===== src/rtl/divider_unit.sv =====
// Iterative 32/16 and 16/8 divider, signed or unsigned, one quotient bit per cycle.
// Faults (divide by zero, quotient overflow) report through error alongside complete.
module divider_unit (
    input  logic        clk,
    input  logic        reset,
    input  logic        start,
    input  logic        is_8_bit,
    input  logic        is_signed,
    input  logic [31:0] dividend,
    input  logic [15:0] divisor,
    output logic [15:0] quotient,
    output logic [15:0] remainder,
    output logic        busy,
    output logic        complete,
    output logic        error
);
    typedef enum logic [2:0] {IDLE, INIT, DIVIDE, FIXUP, DONE} state_t;

    state_t      state_reg, state_next;
    logic [31:0] dvd_reg;
    logic [15:0] dvs_reg;
    logic        is8_reg, sgn_reg;
    logic [15:0] rem_reg, low_reg;
    logic [3:0]  count_reg;
    logic [15:0] q_reg, r_reg;
    logic        err_reg;

    logic        accept;
    logic        dvd_neg, dvs_neg;
    logic [31:0] dvd_ext, dvd_negated, dvd_mag;
    logic [15:0] dvs_ext, dvs_negated, dvs_mag, dvd_high;
    logic        init_fault;
    logic [16:0] shifted, diff;
    logic        fits;
    logic [15:0] q_mag, q_fix, r_fix;
    logic        q_ovf;

    assign accept = start && (state_reg == IDLE || state_reg == DONE);

    // Operand magnitudes from the captured operands
    assign dvd_neg     = sgn_reg && (is8_reg ? dvd_reg[15] : dvd_reg[31]);
    assign dvs_neg     = sgn_reg && (is8_reg ? dvs_reg[7] : dvs_reg[15]);
    assign dvd_ext     = is8_reg ? {{16{dvd_reg[15]}}, dvd_reg[15:0]} : dvd_reg;
    assign dvs_ext     = is8_reg ? {{8{dvs_reg[7]}}, dvs_reg[7:0]} : dvs_reg;
    assign dvd_negated = 32'd0 - dvd_ext;
    assign dvs_negated = 16'd0 - dvs_ext;

    always_comb begin
        dvd_mag = is8_reg ? {16'd0, dvd_reg[15:0]} : dvd_reg;
        dvs_mag = is8_reg ? {8'd0, dvs_reg[7:0]} : dvs_reg;
        if (dvd_neg) dvd_mag = is8_reg ? {16'd0, dvd_negated[15:0]} : dvd_negated;
        if (dvs_neg) dvs_mag = is8_reg ? {8'd0, dvs_negated[7:0]} : dvs_negated;
    end

    // A high half not below the divisor cannot yield a quotient that fits
    assign dvd_high   = is8_reg ? {8'd0, dvd_mag[15:8]} : dvd_mag[31:16];
    assign init_fault = (dvs_mag == 16'd0) || (dvd_high >= dvs_mag);

    // Restoring step: partial remainder stays below the divisor, so 17 bits cover the shift
    assign shifted = {rem_reg, low_reg[15]};
    assign fits    = shifted >= {1'b0, dvs_mag};
    assign diff    = shifted - {1'b0, dvs_mag};

    // Sign fixup; an 8-bit quotient sits in low_reg[7:0] after its eight shifts
    assign q_mag = is8_reg ? {8'd0, low_reg[7:0]} : low_reg;
    assign q_ovf = sgn_reg && (is8_reg ? q_mag[7] : q_mag[15]);

    always_comb begin
        q_fix = (dvd_neg ^ dvs_neg) ? (16'd0 - q_mag) : q_mag;
        r_fix = dvd_neg ? (16'd0 - rem_reg) : rem_reg;
        if (is8_reg) begin
            q_fix = q_fix & 16'h00FF;
            r_fix = r_fix & 16'h00FF;
        end
    end

    always_comb begin
        state_next = state_reg;
        case (state_reg)
            IDLE:    if (start) state_next = INIT;
            INIT:    state_next = init_fault ? DONE : DIVIDE;
            DIVIDE:  if (count_reg == 4'd0) state_next = FIXUP;
            FIXUP:   state_next = DONE;
            DONE:    state_next = start ? INIT : IDLE;
            default: state_next = IDLE;
        endcase
    end

    always_ff @(posedge clk or posedge reset) begin
        if (reset) begin
            state_reg <= IDLE;
            dvd_reg   <= '0;
            dvs_reg   <= '0;
            is8_reg   <= 1'b0;
            sgn_reg   <= 1'b0;
            rem_reg   <= '0;
            low_reg   <= '0;
            count_reg <= '0;
            q_reg     <= '0;
            r_reg     <= '0;
            err_reg   <= 1'b0;
        end else begin
            state_reg <= state_next;
            if (accept) begin
                dvd_reg <= dividend;
                dvs_reg <= divisor;
                is8_reg <= is_8_bit;
                sgn_reg <= is_signed;
                q_reg   <= '0;
                r_reg   <= '0;
                err_reg <= 1'b0;
            end
            case (state_reg)
                INIT: begin
                    if (init_fault) begin
                        err_reg <= 1'b1;
                    end else begin
                        rem_reg   <= dvd_high;
                        low_reg   <= is8_reg ? {dvd_mag[7:0], 8'd0} : dvd_mag[15:0];
                        count_reg <= is8_reg ? 4'd7 : 4'd15;
                    end
                end
                DIVIDE: begin
                    rem_reg   <= fits ? diff[15:0] : shifted[15:0];
                    low_reg   <= {low_reg[14:0], fits};
                    count_reg <= count_reg - 4'd1;
                end
                FIXUP: begin
                    if (q_ovf) begin
                        err_reg <= 1'b1;
                    end else begin
                        q_reg <= q_fix;
                        r_reg <= r_fix;
                    end
                end
                default: ;
            endcase
        end
    end

    assign busy      = (state_reg == INIT) || (state_reg == DIVIDE) || (state_reg == FIXUP);
    assign complete  = (state_reg == DONE);
    assign quotient  = q_reg;
    assign remainder = r_reg;
    assign error     = err_reg;
endmodule


===== config.mk =====
export PLATFORM = sky130hd
export DESIGN_NAME = divider_unit
export DESIGN_NICKNAME = d
export VERILOG_FILES = /design/src/rtl/divider_unit.sv
export SDC_FILE = /design/constraint.sdc
export NUM_CORES = 1
export LEC_CHECK = 0
export BUFFER_PORTS_ARGS = -buffer_cell sky130_fd_sc_hd__buf_4
export CORE_AREA = 2 2 187 189
export DETAILED_ROUTE_END_ITERATION = 6
export DIE_AREA = 0 0 189 191
export GPL_TIMING_DRIVEN = 0
export MAX_ROUTING_LAYER = met4
export PLACE_DENSITY = 0.52
export SLEW_MARGIN = 30
export SYNTH_ARGS = -nofsm -noshare
export SYNTH_HDL_FRONTEND = slang
export SYNTH_SLANG_ARGS = --single-unit

===== constraint.sdc =====
create_clock -name clk -period 10.5 [get_ports clk]
set_input_delay 2.1 -clock clk [delete_from_list [all_inputs] [get_ports clk]]
set_output_delay 2.1 -clock clk [all_outputs]
set_load 0.02 [all_outputs]

==> out/results.ini, run 1 <==
[drt]
wl_per_cell_um = 17.8
drt_iter0_drc = 578
detail-route-antenna-nets = 0
routed_wl_mm = 26.7
via_count = 7301
via_per_inst = 4.88
drc = 0
dr.pass1.iters = 5

[yosys]
synth-edff-count = 0
syn_area_per_cell_um2 = 9.08
synth.top_cell.area_share = 0.365
yosysTopAreaCell = dfrtp_1
syn_area_mm2 = 0.00838
ys_async_sr_fraction = 1.00
synth-seq-cells = 122
synth_cell_types = 69
synthTopCellsByArea = dfrtp_1, mux2_2, ha_1, xor2_1, o21ai_0
yosysSeqAreaShare = 0.365
synth_top_flop_cell = dfrtp_1
synthCells = 922
yosys_warnings = 0
synth_fp_nets = 1013

[floorplan]
die_w_um = 189
die_area_mm2 = 0.0361
rows = 68
core_area_mm2 = 0.0341
initial_core_util = 0.245
ios = 88
fp.dieH_um = 191

[cts]
cts.clk_slew.worst_paths_ns = 0.06
holdBufCountCts = 0
postCtsResizedCells = 0
clock_sinks = 122
root_buffer = clkbuf_16
cts_setup_buffers = 0
h-tree-depth = 4
clk_path_buf_depth = 2
cts_buffers = 17
tritoncts = done
clock_latency_ns = 0.43

[critical_path]
crit_chain = buf_2, buf_2, buf_1, buf_1, buf_1, clkbuf_1, nand2b_1, ha_1, and2_1, a22o_1, nor3_1, o22ai_1, a41oi_1, clkbuf_1, mux2i_1, nor2_1, a221o_1
cp_slowest_stage_delay_ns = 0.55
arrival_ns = 6.35
startpoint_type = flip-flop
critPathSlowestCell = clkbuf_1
end_kind = flip-flop
crit_path_frequent_cell = buf_1
criticalPathCategory = reg2reg
crit_path_max_fanout = 10
cp.required_ns = 10.80

[finish]
area_growth_pct = 22.7
largest_reg_flops = 32
final_net_count = 1120
drive_gt1_frac = 0.192
diodes = 0
n_fill_cell = 3600

[timing]
slew_headroom = 0.465
final-hold-violation-count = 0
finClkSkew_ns = 0.0203
setup_viol = 0
clock.fmax_mhz = 165
grt_setup_unrepaired = false
finalCritPeriodShare = 0.576
fin_crit_ns = 6.05
fin_tns_setup_ns = 0
maxSlewViolCount = 0
worst_pin_slew_ns = 0.795

[global_route]
overflow = 0
grt_pass1_wl_mm = 41.9
grt_pass1_vias = 7204
antenna_found_initial = 0
grt_max_degree = 83
track_usage = 0.156

[placement]
place_congestion = 0.926
placement.io_buffers = 87
post-dp-hpwl_mm = 21.2

[min_path]
hold_path_class = reg2reg

[outcome]
status = finished clean

[job]
cap_violations = 0

synthesized netlist by cell type, types with 7 or more instances:
library cell,count
nor3_1,23
o21ai_0,77
inv_1,25
clkbuf_1,35
and3_1,7
buf_2,9
dfrtp_1,122
buf_1,7
mux2i_1,19
or3_1,10
or4_1,7
a21oi_1,36
nand2b_1,14
nand3_1,35
a221o_1,19
nor2b_1,9
o31ai_1,17
mux2_2,53
nand2_1,81
xor2_1,45
xnor2_1,36
and2_1,15
nor2_1,74
ha_1,37
a31oi_1,8
nor4_1,14
final cells by class:
| cell class | instances | area [um2] | area share |
|---|---|---|---|
| clock buffer | 19 | 453 | 0.0441 |
| timing repair buffer | 88 | 681 | 0.0662 |
| sequential | 122 | 3050 | 0.297 |
| clock inverter | 13 | 190 | 0.0185 |
| buffer | 55 | 238 | 0.0231 |
| inverter | 25 | 101 | 0.00986 |
| tap | 455 | 569 | 0.0554 |
| multi-input combinational | 720 | 4990 | 0.486 |
final timing paths:
check                                              from                       to  slack (ns)  cells after the start
worst max-delay path                is8_reg$_DFFE_PP0P_   rem_reg[6]$_DFFE_PP0P_        4.45                     17
worst min-delay path            remainder[10]$_DFF_PP0_  remainder[10]$_DFF_PP0_        0.48                      2
worst max register to register      is8_reg$_DFFE_PP0P_   rem_reg[6]$_DFFE_PP0P_        4.45                     17
worst min register to register  remainder[10]$_DFF_PP0_  remainder[10]$_DFF_PP0_        0.48                      2
max in group asynchronous                         reset   dvd_reg[8]$_DFFE_PP0P_        8.15                      3
min in group asynchronous                         reset   dvs_reg[0]$_DFFE_PP0P_        1.63                      2
cells by family (layout without fill, tap and decap cells):
family / after synthesis / count (layout) / share of synthesized area
AO/OA/AOI/OAI: 220 / 220 / 0.175
flip-flops: 122 / 122 / 0.365
AND/OR/NAND/NOR: 309 / 309 / 0.184
XOR/XNOR: 81 / 81 / 0.0847
buffers and inverters: 80 / 200 / 0.0396
adder cells (fa/ha/maj): 38 / 38 / 0.0577
multiplexers: 72 / 72 / 0.0940
cell usage in the layout (no fill, tap or decap), drive strengths merged, types with 15 or more instances in the layout:
cell type,n
nand3,35
and2,15
buf,107
nor2,75
xor2,45
o21ai,78
inv,27
a221o,19
dfrtp,122
nor3,24
nand2,81
clkbuf,55
nor4,15
ha,37
o31ai,17
mux2i,19
xnor2,36
a21oi,37
mux2,53
routing by layer:
| metal | global-route usage | vias to the layer above | routed length (um) |
|---|---|---|---|
| met1 | 0.221 | 3495 | 13600 |
| met4 | 0.0379 | 0 | 308 |
| met3 | 0.0307 | 23 | 1490 |
| met5 | - | - | 0 |
| met2 | 0.225 | 217 | 11300 |
| li1 | - | 3566 | - |
stage by stage:
step | hold WS, ns | setup slack [ns] | instance area, um2 | util | std cells
after floorplan | 0.462 | 5.16 | 8380 | - | 922
after global placement | 0.469 | 3.40 | 9600 | 0.281 | 1464
after detailed placement | 0.473 | 4.60 | 9630 | 0.282 | 1465
after CTS | 0.488 | 4.57 | 10300 | 0.301 | 1497
after global routing | 0.507 | 3.98 | 10300 | 0.301 | 1497
final | 0.482 | 4.45 | 10300 | 0.301 | 1497
critical path: cells and delay by family, from the launching register on:
family                   cells  cell delay [ns]
multiplexers                 1             0.27
adder cells (fa/ha/maj)      1             0.31
AND/OR/NAND/NOR              4             0.72
AO/OA/AOI/OAI                4             1.15
buffers and inverters        7             3.09
flip-flops                   1             0.37
Power of run 1 is left out: the tool's default activity adds up to more than one toggle a clock period on the data nets, which glitch-free logic cannot reach.
==> run 2: changes to the inputs <==
- ABC_AREA: default -> 1
- CORE_AREA: 2 2 187 189 -> 2 2 192 194
- DIE_AREA: 0 0 189 191 -> 0 0 194 196
- PLACE_DENSITY: 0.52 -> 0.53
- clock period: 10.5 -> 5 ns (I/O delays scaled with it)
==> run 2 against run 1 <==
Critical path depth increased by 4. Final cell count increased by 28%. Utilization decreased by 0.35 points. Register-to-register slack got worse by 4.0 ns.
==> out/results.ini, run 2 <==
[outcome]
status = finished clean

[critical_path]
r2r_cells = 21  ; +4
arrival_ns = 4.91  ; -1.44 ns
end_kind = flip-flop
startpoint_type = flip-flop
crit_path_max_fanout = 10  ; unchanged
criticalPathCategory = reg2reg
cp.required_ns = 5.37  ; -5.43 ns

[floorplan]
core_area_mm2 = 0.0361  ; +5.8%
die_area_mm2 = 0.0380  ; +5.3%
rows = 70  ; +2.9%
ios = 88  ; unchanged
fp.dieH_um = 196  ; +2.6%
die_w_um = 194  ; +2.6%
initial_core_util = 0.247  ; +0.00118

[cts]
clock_sinks = 122  ; unchanged
postCtsResizedCells = 0  ; unchanged
h-tree-depth = 4  ; unchanged
clk_path_buf_depth = 2  ; unchanged
holdBufCountCts = 0  ; unchanged
root_buffer = clkbuf_16
clock_latency_ns = 0.44  ; about the same
cts_buffers = 17  ; unchanged
cts_setup_buffers = 0  ; unchanged
tritoncts = done
cts.clk_slew.worst_paths_ns = 0.06  ; about the same

[finish]
layoutNonFillerInstCount = 1923  ; +28%
final_net_count = 1533  ; +37%
area_growth_pct = 20.7
drive_gt1_frac = 0.106  ; -0.0861
diodes = 0  ; unchanged
n_fill_cell = 4099  ; +14%
mostFrequentLayoutCell = nand2_1
layout_common_cells = nand2_1, o21ai_0, nand3_1, inv_1, dfrtp_1
largest_reg_flops = 32  ; unchanged

[yosys]
synth-seq-cells = 122  ; unchanged
synth.top_cell.area_share = 0.343  ; -0.0215
synth-edff-count = 0  ; unchanged
synthCells = 1335  ; +45%
ys_async_sr_fraction = 1.00  ; unchanged
yosys_warnings = 0  ; unchanged
yosysSeqAreaShare = 0.343  ; -0.0215
yosysTopAreaCell = dfrtp_1
syn_area_per_cell_um2 = 6.67  ; -27%
synthTopCellsByArea = dfrtp_1, nand2_1, o21ai_0, nand3_1, inv_1
synth_top_flop_cell = dfrtp_1
synth_cell_types = 43  ; -38%
synth_fp_nets = 1426  ; +41%
yosysMostFrequentCell = nand2_1
syn_area_mm2 = 0.00890  ; +6.3%
synth_common_cells = nand2_1, o21ai_0, nand3_1, inv_1, dfrtp_1

[drt]
detail-route-antenna-nets = 0  ; unchanged
via_count = 9225  ; +26%
drc = 0  ; unchanged
dr.pass1.iters = 6  ; +1
drt_iter0_drc = 734  ; +27%
wl_per_cell_um = 16.4  ; -7.8%
routed_wl_mm = 31.6  ; +18%
via_per_inst = 4.80  ; -1.6%

[timing]
clock.fmax_mhz = 220  ; +33%
finClkSkew_ns = 0.0137  ; -0.00659 ns
finalCritPeriodShare = 0.909  ; +0.333
setup_viol = 0  ; unchanged
slew_headroom = 0.431  ; -0.0343
maxSlewViolCount = 0  ; unchanged
grt_setup_unrepaired = false
final-hold-violation-count = 0  ; unchanged
worst_pin_slew_ns = 0.854  ; +0.0588 ns
fin_crit_ns = 4.54  ; -1.51 ns

[global_route]
antenna_found_initial = 1  ; +1
track_usage = 0.173  ; +0.0170
grt_max_degree = 85  ; +2.4%
grt_pass1_vias = 8850  ; +23%
overflow = 0  ; unchanged
grt_pass1_wl_mm = 49.6  ; +18%

[job]
cap_violations = 0  ; unchanged

[placement]
post-dp-hpwl_mm = 25.2  ; +19%
place_congestion = 0.991  ; +7.1%
place_inst = 1891  ; +29%
placement.io_buffers = 87  ; unchanged

[min_path]
whs_path_depth = 2  ; unchanged
hold_path_class = reg2reg

-- run 2: cell families (layout without fill, tap and decap cells) --
family / Yosys count / after routing / share of synthesized area
and+or+nand+nor: 694 / 694 / 0.326
AOI/OAI and AO/OA: 248 / 248 / 0.150
buffers and inverters: 193 / 313 / 0.0876
xor gates and xnor gates: 40 / 40 / 0.0394
DFF: 122 / 122 / 0.343
adders and majority gates: 38 / 38 / 0.0543
-- run 2: metal layers --
metal | track usage | part of all wire | up-vias
li1 | - | - | 4576
met1 | 0.245 | 0.48 | 4309
met2 | 0.250 | 0.42 | 309
met3 | 0.0306 | 0.073 | 31
met4 | 0.0511 | 0.019 | 0
met5 | - | 0 | -
-- run 2: cell type report --
type,instances,area [um2],area share
buffer,55,262,0.0243
clock buffer,19,443,0.0412
clock inverter,13,120,0.0112
inverter,138,526,0.0489
multi-input combinational,1020,5070,0.472
sequential,122,3050,0.284
tap,468,586,0.0545
timing repair buffer,88,681,0.0634
-- run 2: final timing paths --
| kind | startpoint | endpoint | slack [ns] |
|---|---|---|---|
| min in group asynchronous | reset | dvs_reg[2]$_DFFE_PP0P_ | 0.52 |
| setup reg to reg | is8_reg$_DFFE_PP0P_ | rem_reg[10]$_DFFE_PP0P_ | 0.46 |
| max in group asynchronous | reset | dvd_reg[10]$_DFFE_PP0P_ | 3.76 |
| hold / removal | dvs_reg[15]$_DFFE_PP0P_ | dvs_reg[15]$_DFFE_PP0P_ | 0.50 |
| hold reg to reg | dvs_reg[15]$_DFFE_PP0P_ | dvs_reg[15]$_DFFE_PP0P_ | 0.50 |
| setup / recovery | is8_reg$_DFFE_PP0P_ | rem_reg[10]$_DFFE_PP0P_ | 0.46 |
-- run 2: per-stage QoR --
stage	utilization	setup TNS [ns]	hold WS (ns)	worst slack (ns)	cell area (um2)
floorplan	-	0	0.442	0.757	8900
global placement	0.281	-129.87	0.481	-1.08	10100
detailed placement	0.282	0	0.485	0.387	10200
CTS	0.298	0	0.502	0.368	10700
global route	0.298	0	0.530	0.107	10700
finish	0.298	0	0.496	0.457	10700
-- run 2: critical path, stage by stage, from the launching register on --
cell	delay, ns
dfrtp_1	0.48
buf_2	0.26
nor2_1	0.24
o21ai_1	0.10
clkinv_1	0.18
buf_2	0.31
buf_1	0.54
o21ai_0	0.31
and2_1	0.24
ha_1	0.19
nand2_1	0.06
inv_1	0.03
o21ai_0	0.14
a21oi_1	0.09
nor2_1	0.09
o21ai_0	0.11
a31oi_2	0.36
nand3_4	0.23
nand2_4	0.19
buf_6	0.17
nand2_1	0.07
nand2_1	0.06
Power of run 2 is left out for the same reason.
